### src/rtl/mix_columns_iter.sv
// Iterative AES MixColumns stage: captures one 128-bit state, transforms COLS_PER_CYCLE columns per clock.
// Optional macro INV_MIX_EN adds the InvMixColumns datapath, selected by the decrypt bit captured with the state.
module mix_columns_iter #(
  parameter int COLS_PER_CYCLE = 1
) (
  input  logic         clk,
  input  logic         rst_n,
  input  logic         in_valid,
  output logic         in_ready,
  input  logic [127:0] in_data,
  input  logic         decrypt,
  output logic         out_valid,
  input  logic         out_ready,
  output logic [127:0] out_data,
  output logic         busy
);

  // For COLS_PER_CYCLE=4 the step truncates to 0, so the single group both starts and ends at column 0.
  localparam logic [1:0] COL_STEP = 2'(COLS_PER_CYCLE);
  localparam logic [1:0] LAST_COL = 2'(4 - COLS_PER_CYCLE);

  typedef enum logic [1:0] {
    IDLE = 2'd0,
    CALC = 2'd1,
    DONE = 2'd2
  } state_t;

  function automatic logic [7:0] xtime(input logic [7:0] b);
    return {b[6:0], 1'b0} ^ (b[7] ? 8'h1B : 8'h00);
  endfunction

  function automatic logic [31:0] mix_fwd(input logic [31:0] c);
    logic [7:0] a0, a1, a2, a3;
    logic [7:0] x0, x1, x2, x3;
    a0 = c[31:24];
    a1 = c[23:16];
    a2 = c[15:8];
    a3 = c[7:0];
    x0 = xtime(a0);
    x1 = xtime(a1);
    x2 = xtime(a2);
    x3 = xtime(a3);
    return {x0 ^ x1 ^ a1 ^ a2 ^ a3,
            a0 ^ x1 ^ x2 ^ a2 ^ a3,
            a0 ^ a1 ^ x2 ^ x3 ^ a3,
            x0 ^ a0 ^ a1 ^ a2 ^ x3};
  endfunction

`ifdef INV_MIX_EN
  // Inverse coefficients built from the 2x/4x/8x multiples: 09=8+1, 0B=8+2+1, 0D=8+4+1, 0E=8+4+2.
  function automatic logic [31:0] mix_inv(input logic [31:0] c);
    logic [7:0] a  [4];
    logic [7:0] m9 [4];
    logic [7:0] mb [4];
    logic [7:0] md [4];
    logic [7:0] me [4];
    logic [7:0] x2, x4, x8;
    for (int i = 0; i < 4; i++) begin
      a[i]  = c[31-8*i -: 8];
      x2    = xtime(a[i]);
      x4    = xtime(x2);
      x8    = xtime(x4);
      m9[i] = x8 ^ a[i];
      mb[i] = x8 ^ x2 ^ a[i];
      md[i] = x8 ^ x4 ^ a[i];
      me[i] = x8 ^ x4 ^ x2;
    end
    return {me[0] ^ mb[1] ^ md[2] ^ m9[3],
            m9[0] ^ me[1] ^ mb[2] ^ md[3],
            md[0] ^ m9[1] ^ me[2] ^ mb[3],
            mb[0] ^ md[1] ^ m9[2] ^ me[3]};
  endfunction
`endif

  state_t      state_q, state_d;
  logic [1:0]  col_cnt_q, col_cnt_d;
  logic [31:0] src_col_q [4];
  logic [31:0] res_col_q [4];
  logic [31:0] res_col_d [4];
  logic        accept;
  logic        last_group;

  logic [2*COLS_PER_CYCLE-1:0]  grp_idx;
  logic [32*COLS_PER_CYCLE-1:0] grp_out;

  assign accept     = in_valid && in_ready;
  assign last_group = (col_cnt_q == LAST_COL);

  // FSM state register
  always_ff @(posedge clk) begin
    if (!rst_n) begin
      state_q <= IDLE;
    end else begin
      state_q <= state_d;
    end
  end

  // FSM next-state logic
  always_comb begin
    state_d = state_q;
    unique case (state_q)
      IDLE:    if (accept) state_d = CALC;
      CALC:    if (last_group) state_d = DONE;
      DONE:    if (out_ready) state_d = IDLE;
      default: state_d = IDLE;
    endcase
  end

  // FSM outputs, decoded from the registered state only
  always_comb begin
    in_ready  = 1'b0;
    out_valid = 1'b0;
    busy      = 1'b0;
    case (state_q)
      IDLE: in_ready = 1'b1;
      CALC: busy = 1'b1;
      DONE: begin
        out_valid = 1'b1;
        busy      = 1'b1;
      end
      default: ;
    endcase
  end

`ifdef INV_MIX_EN
  logic dec_q;

  always_ff @(posedge clk) begin
    if (!rst_n) begin
      dec_q <= 1'b0;
    end else if (accept) begin
      dec_q <= decrypt;
    end
  end
`else
  logic unused_decrypt;
  assign unused_decrypt = decrypt;
`endif

  // Input capture register; contents are don't-care until the next accept.
  always_ff @(posedge clk) begin
    if (accept) begin
      for (int k = 0; k < 4; k++) begin
        src_col_q[k] <= in_data[127-32*k -: 32];
      end
    end
  end

  // One transform lane per column handled in a cycle.
  generate
    for (genvar gi = 0; gi < COLS_PER_CYCLE; gi++) begin : g_lane
      logic [1:0]  col_idx;
      logic [31:0] fwd_col;
      assign col_idx = col_cnt_q + 2'(gi);
      assign fwd_col = mix_fwd(src_col_q[col_idx]);
      assign grp_idx[2*gi +: 2] = col_idx;
`ifdef INV_MIX_EN
      assign grp_out[32*gi +: 32] = dec_q ? mix_inv(src_col_q[col_idx]) : fwd_col;
`else
      assign grp_out[32*gi +: 32] = fwd_col;
`endif
    end
  endgenerate

  always_comb begin
    col_cnt_d = col_cnt_q;
    if (accept) begin
      col_cnt_d = '0;
    end else if (state_q == CALC) begin
      col_cnt_d = col_cnt_q + COL_STEP;
    end
  end

  always_comb begin
    for (int k = 0; k < 4; k++) begin
      res_col_d[k] = res_col_q[k];
    end
    if (state_q == CALC) begin
      for (int l = 0; l < COLS_PER_CYCLE; l++) begin
        res_col_d[grp_idx[2*l +: 2]] = grp_out[32*l +: 32];
      end
    end
  end

  always_ff @(posedge clk) begin
    if (!rst_n) begin
      col_cnt_q <= '0;
      for (int k = 0; k < 4; k++) begin
        res_col_q[k] <= '0;
      end
    end else begin
      col_cnt_q <= col_cnt_d;
      for (int k = 0; k < 4; k++) begin
        res_col_q[k] <= res_col_d[k];
      end
    end
  end

  assign out_data = {res_col_q[0], res_col_q[1], res_col_q[2], res_col_q[3]};

  // A stalled result must not move until the downstream stage takes it.
  a_hold_output: assert property (@(posedge clk) disable iff (!rst_n)
    (out_valid && !out_ready) |=> (out_valid && $stable(out_data)));

  a_ready_busy_excl: assert property (@(posedge clk) disable iff (!rst_n)
    in_ready != busy);

endmodule

### config.mk
export PLATFORM = sky130hd
export DESIGN_NAME = mix_columns_iter
export DESIGN_NICKNAME = d
export VERILOG_FILES = /design/src/rtl/mix_columns_iter.sv
export SDC_FILE = /design/constraint.sdc
export NUM_CORES = 1
export LEC_CHECK = 0
export CAP_MARGIN = 0
export CORE_ASPECT_RATIO = 1.25
export CORE_MARGIN = 2
export CORE_UTILIZATION = 49
export DETAILED_ROUTE_END_ITERATION = 8
export PLACE_DENSITY = 0.8
export RECOVER_POWER = 50
export REMOVE_ABC_BUFFERS = 1
export SYNTH_ARGS = -nofsm -noshare
export SYNTH_HDL_FRONTEND = slang
export SYNTH_SLANG_ARGS = --single-unit
### constraint.sdc
create_clock -name clk -period 5.6 [get_ports clk]
set_clock_uncertainty 0.15 [all_clocks]
set_input_delay 1.12 -clock clk [delete_from_list [all_inputs] [get_ports clk]]
set_output_delay 1.12 -clock clk [all_outputs]
set_load 0.01 [all_outputs]
Word-level counts from Yosys, hierarchy flattened
Memory sizes are Yosys's and may differ from the RTL's. A register that Yosys moved wholly into a read port is not among the register bits. Cells that the tools add are included.

Add/sub/neg operators: 1. Order comparisons: 2. Equality and inequality tests: 6. Muxes and demuxes: 25. Bitwise operators: 26. Reduce and logical (&&, ||, !) cells: 6.

Operators with widths (count): 32-bit 2-to-1 mux (5); 128-bit bitwise mux (1); 128-bit 2-to-1 mux (1); 8-bit bitwise XOR (16); 32-bit demux with 2-bit select (1); 8-bit by 5-bit bitwise XOR with 8-bit output (4); 5-bit 2-to-1 mux (4); 2-bit 2-to-1 mux (5); 1-bit 2-to-1 mux (7); 2-bit != test (second input constant) (3); 2-bit one-hot mux with 3 select lines (1); 2-bit == test (second input constant) (2); 1-bit OR (4); 2-bit OR reduction (2); 3-bit greater-or-equal comparator (second input constant) (1); 3-bit by 1-bit < comparator with 1-bit output (second input constant) (1); 2-bit NOT with 3-bit output (1); 3-bit AND reduction (1); 2-bit by 1-bit adder with 2-bit output (second input constant) (1); 2-bit by 1-bit == test with 1-bit output (second input constant) (1); 1-bit logical AND (2); 2-bit logical NOT (1); 1-bit NOT (1).

Register bits: 4. Memory bits (writable): 256. Input bits: 133. Output and inout bits: 131. Logic and storage cells: 70. Memories: 2.

Memories: res_col_q (depth 4, width 32, rd ports 4, clocked after Yosys merged registers in 0, wr ports 4, RTL line 78) `logic [31:0] res_col_q [4];`; src_col_q (depth 4, width 32, rd ports 1, clocked after Yosys merged registers in 1, wr ports 4, RTL line 77) `logic [31:0] src_col_q [4];`.

Depth between registers and ports, before layout
Depth in word-level cells: 9. Gate-level depth with buffers: 7. Gate-level depth less buffers: 5.

Worst setup path after synthesis
No wires, ideal clock.

Path type: in2reg. From: input in_valid. To: register with a tool-made name. Library setup time: 0.121 ns. Data arrival time: 4.475 ns. Data required time: 5.329 ns. Path slack: 0.854 ns. Stages: 3. Path buffers: 0. Path through: and2_1 > nand2b_1 > nor2_1.

RTL lines: start, declared (RTL line 8) `input logic in_valid,`.

==> impl_results.md <==
* Die H at 165.1 um
* Syn. warnings at 0
* Seq/Total Area, Yosys at roughly 64%
* Num CTS Buffers at 25
* DR DRC count at 0
* Post_cts resized at 0
* # rows at 58
* Fmax at 237.7 MHz
* CP arrival at 4110 ps
* Via Count at between 6000 and 7000
* VDD IR max at about 0.00031 V
* Max Cap Viol at 1
* Core box area at 0.02025 mm2
* Required @ worst endpoint at around 5500 ps
* Actual slew at the worst max-slew pin at between 3000 and 4000 ps
* Final hold vios at 0
* Util after Layout at about two thirds
* Die width at roughly 130 um
* Clock H-tree levels at 1
* DRT Pass-1 Iters at 4
* Hold_buf cts at 0
* CTS Buffer Depth at 3
* Unrepaired setup endpoints after global routing: false
* Hold Path Cell Cnt at 2
* Port bufs at ~260
* Slew Limit Fails at between 100 and 150
* Post-Syn Instances at ~700
* Nets at about 1100
* Crit Path Max Fanout at around 130
* CTS root buf: clkbuf_16
* Filler cells at roughly 1400
* RD Place Congestion at ~0.79
* Die area at 0.02194 mm2
* Clk_lat worst skew at between 500 and 600 ps
* TritonCTS clock tree: done
* Routed Antenna Nets at 0
* Area grow syn2layout at 36.31%
* Vias in the first global route at 6815
* Ant. Diodes at 0
* # clock sinks at 262
* Syn Area/Cell at about 15 um2
* R2R depth at 4
* DR WL/cell at 20.31 um
* Fraction of layout cells with a size suffix above 1 at approximately 9.7%
* Unique cell type count in the Yosys netlist at 27
* Starting Density at between 50% and 60%
* Vias/cell at around 5.2
* Final Power at slightly above 7000 uW
* Mapped cell area at 0.01018 mm2
* WS Path Type: in -> reg
* GRT Residual Overflow at 0
* WL final at about 25 mm
* Final setup fails at 0
* Failing checks: max-capacitance violations, max-slew violations
* Min Clock Period, post-route at around 4200 ps
* I/O pin cnt at ~260
* Register bit total from synthesis at between 200 and 300
* Hold Crit Class: reg -> reg
* Largest net degree at the start of global routing at 130
* Postcts setup bufs at 0
* Dpl hpwl at 17.38 mm
* First-pass GRT wire length at around 38 mm
* CP Launch Type: input pin
* LEAKAGE at ~0.0052 uW
* Final Cycle Share at around three quarters
* Crit. End Element: flop
* Most frequent cells in the layout: 133 x dfxtp_1, 133 x clkdlybuf4s50_1, 129 x dlygate4sd3_1
* Relative slew slack at -109.3%
* Worst-path clk slew at 60 ps
* Initial antenna violation count at 0
* Starting DRT DRC Count at around 310
* GRT Overall Usage at between 20% and 30%
* Final TNS setup at 0 ps
* Status: finished with violations
* Pwr Density at 520.7 mW/mm2
## stage by stage
stage	cell area [um2]	hold WS [ps]	instances	setup slack, ps
floorplan	9995	323.1	662	854.0
global placement	13070	283.1	1200	2250
detailed placement	13070	290.5	1200	2209
CTS	13890	299.3	1245	2202
global route	13870	316.9	1245	1145
finish	13870	298.9	1245	1394
## path summary, 6_finish.rpt
path	end	slack, ps	startpoint
max	src_col_q[3][5]	1390	in_valid
min	res_col_q[0][44]	300	res_col_q[0][44]
max reg2reg	src_col_q[3][5]	1880	state_q[0]
min reg2reg	res_col_q[0][44]	300	res_col_q[0][44]
## power breakdown
group,switching (uW),leakage [uW],internal (uW),total (uW)
logic,1520,0.00245,1450,2970
registers,146,0.00231,2450,2590
clock network,696,0.000417,967,1660
## area by class of cell
class	count	area, um2	share of cell area, %
Clock buffer	34	734.5	5.295
Clock inverter	11	86.33	0.6224
Inverter	7	26.28	0.1894
Multi-Input combinational cell	393	3493	25.18
Sequential cell	262	6528	47.06
Tap cell	270	337.8	2.436
Timing Repair Buffer	268	2665	19.21
## kinds of logic after synthesis
group	after synthesis	share of synthesized area, %
buffers and inverters	44	2.041
DFF	262	64.13
muxes	35	7.377
adders and majority gates	9	1.107
xor gates and xnor gates	77	13.38
and+or+nand+nor	139	5.275
AOI/OAI and AO/OA	133	6.689
## registers in the layout, indices dropped and copies added (netlist names), named ones only
| name | flops |
|---|---|
| state_q | 2 |
| res_col_q | 128 |
| src_col_q | 128 |
| col_cnt_q | 2 |
## critical path: stages
cell	delay, ps
dlygate4sd3_1	540
and2_2	140
clkbuf_2	2060
## Yosys cell counts (all sizes together)
library cell	count	area (um2)
a21boi	4	30.03
a222oi	1	10.01
and2	1	6.260
buf	11	83.82
clkbuf	26	97.59
dfxtp	134	2683
edfxtp	128	3844
ha	9	112.6
inv	7	26.28
mux2i	3	30.03
mux4	32	720.7
nand2	128	480.5
nand2b	1	6.260
nand3	4	20.02
nor2	3	11.26
nor2b	2	12.51
o21ai	128	640.6
xnor2	12	142.6
xnor3	36	810.8
xor2	21	217.7
xor3	8	190.2
## routing by layer
metal,global-route usage [%],routed length [um]
met2,42.98,13330
met1,26.84,9437
met5,0,0
met3,4.243,1661
met4,8.798,859
Note: power is estimated with default switching activity, not from simulation.
==> RTL edit, RTL diff (same settings) <==
Add a define of `INV_MIX_EN`.
--- a/src/rtl/mix_columns_iter.sv
+++ b/src/rtl/mix_columns_iter.sv
@@ -1,5 +1,7 @@
 // Iterative AES MixColumns stage: captures one 128-bit state, transforms COLS_PER_CYCLE columns per clock.
 // Optional macro INV_MIX_EN adds the InvMixColumns datapath, selected by the decrypt bit captured with the state.
+`define INV_MIX_EN
+
 module mix_columns_iter #(
   parameter int COLS_PER_CYCLE = 1
 ) (
Behaviour: not the same (Yosys sat finds a counterexample within 4 cycles, from zero or initial values and one cycle with rst_n low).
==> RTL edit against the original RTL <==
Area after synthesis rose by 15%. Total power fell by 6.9%. Die area rose by 14%. Worst setup slack got worse by 270 ps. Sequential cell count rose by 1. Combinational power fell by 5%. Cell area rose by 9.6%. Routed wire length rose by 7.3%. The run still ends with capacitance limit, slew limit left.
==> RTL edit: results (changes against the original RTL) <==
status:
  violations: "capacitance limit, slew limit"
  status: "finished, violations left"
flow_run:
  cap_violations: 1  # unchanged
layout:
  finalNetCount: 1263  # +15%
  n_fill_cell: 1692  # +20%
  drive_above_1_share_pct: 8.84  # -0.90 points
placement:
  dp.cells: 1388  # +16%
  io_buffers: 263  # +0.38%
  hpwl_um: 19700  # +13%
  globalplace.congestion: 0.902  # +14%
drt:
  drtPass1Iterations: 6  # +2
  via_per_inst: 5.37  # +2.2%
  drtIter0Drc: 498  # +61%
  postRouteWirelength_um: 27100  # +7.3%
  post_drt_wl_per_cell_um: 18.9  # -7.0%
timing:
  worst_pin_slew_ps: 3680  # +543 ps
  slew_violations: 107  # -18%
hold_path:
  min_path_type: "flip-flop to flip-flop"
synthesis:
  avgSynthCellArea_um2: 13.1  # -9.9%
  synth_cell_type_count: 37  # +37%
  yosysWarnings: 0  # unchanged
  synth_area_leaders: "edfxtp_1 (33%), dfxtp_1 (23%), xnor2_1 (7.6%)"
  yosys-top-cells-count: "dfxtp_1 (135), edfxtp_1 (128), a21oi_1 (106)"
  synth_edf_count: 128  # unchanged
critical_path:
  slowest_stage: "clkbuf_1"
  critical-path-max-stage-delay_ps: 2590  # +530 ps
  cp_data_arrival_time_ps: 4760  # +650 ps
  crit_fanout: 106  # -18%
pwr:
  leakage_nw: 5.70  # +10%
  ir_drop_mv: 0.280  # -11%
grt:
  antenna_found_initial: 3  # +3
  grt_max_degree: 107  # -18%
  grt_pass1_vias: 7706  # +13%
  grt.total_usage_pct: 21.5  # -1.6 points
  grt_pass1_wl_um: 42100  # +9.9%
clocking:
  clk_latency_ps: 530  # +20 ps
==> RTL edit: area by class of cell <==
type / count / area share [%]
antenna: 3 / 0.0494
multi-input combinational: 553 / 31.4
inverter: 10 / 0.263
timing repair buffer: 270 / 17.6
clock inverter: 14 / 0.601
sequential: 263 / 43.1
clock buffer: 32 / 4.56
tap: 292 / 2.40
==> RTL edit: metal layers <==
layer  wire (um)  GRT usage, %  up-vias
met5           0             0        -
met4         842          7.50        0
met3        1610          3.66       54
met2       13700          36.7      272
met1       11000          27.9     3741
li1            -             -     3644
==> RTL edit: worst reg2reg max path, delay by kind of cell, from the launching register on <==
family / cells / cell delay (ps)
multiplexers: 1 / 650
AND/OR/NAND/NOR: 1 / 110
flip-flops: 1 / 890
buffers and inverters: 1 / 380
AO/OA/AOI/OAI: 1 / 120
XOR/XNOR: 4 / 1600
==> RTL edit: logic make-up after synthesis <==
family / synth area share [%]
flip-flops: 56.1
AO/OA/AOI/OAI: 10.6
XOR/XNOR: 19.5
AND/OR/NAND/NOR: 3.00
buffers and inverters: 3.00
multiplexers: 6.96
adder cells (fa/ha/maj): 0.751
==> RTL edit: metrics by stage <==
stage | cell area (um2) | util [%] | power [mW] | hold slack (ps) | setup WS [ps]
6_report | 15200 | 64.5 | 6.72 | 339 | 1120
2_1_floorplan | 11400 | - | 4.44 | 331 | 1270
4_1_cts | 15200 | 64.5 | 6.79 | 340 | 1470
3_5_place_dp | 14400 | 61.1 | 5.17 | 330 | 1470
3_3_place_gp | 14400 | 61.1 | 5.13 | 322 | 1530
5_1_grt | 15200 | 64.5 | 7.05 | 357 | 681
==> RTL edit: worst paths after layout <==
kind	end	slack, ps	depth (start not counted)	start
max	res_col_q[3][18]$_SDFFE_PN0P_	1120	4	rst_n
min reg2reg	res_col_q[0][12]$_SDFFE_PN0P_	340	2	res_col_q[0][12]$_SDFFE_PN0P_
max reg2reg	res_col_q[0][29]$_SDFFE_PN0P_	1540	8	flip-flop
min	res_col_q[0][12]$_SDFFE_PN0P_	340	2	res_col_q[0][12]$_SDFFE_PN0P_
==> RTL edit: power breakdown <==
| group | switching (mW) | internal (mW) |
|---|---|---|
| sequential | 0.0785 | 2.22 |
| combinational | 1.46 | 1.35 |
| clock | 0.691 | 0.918 |
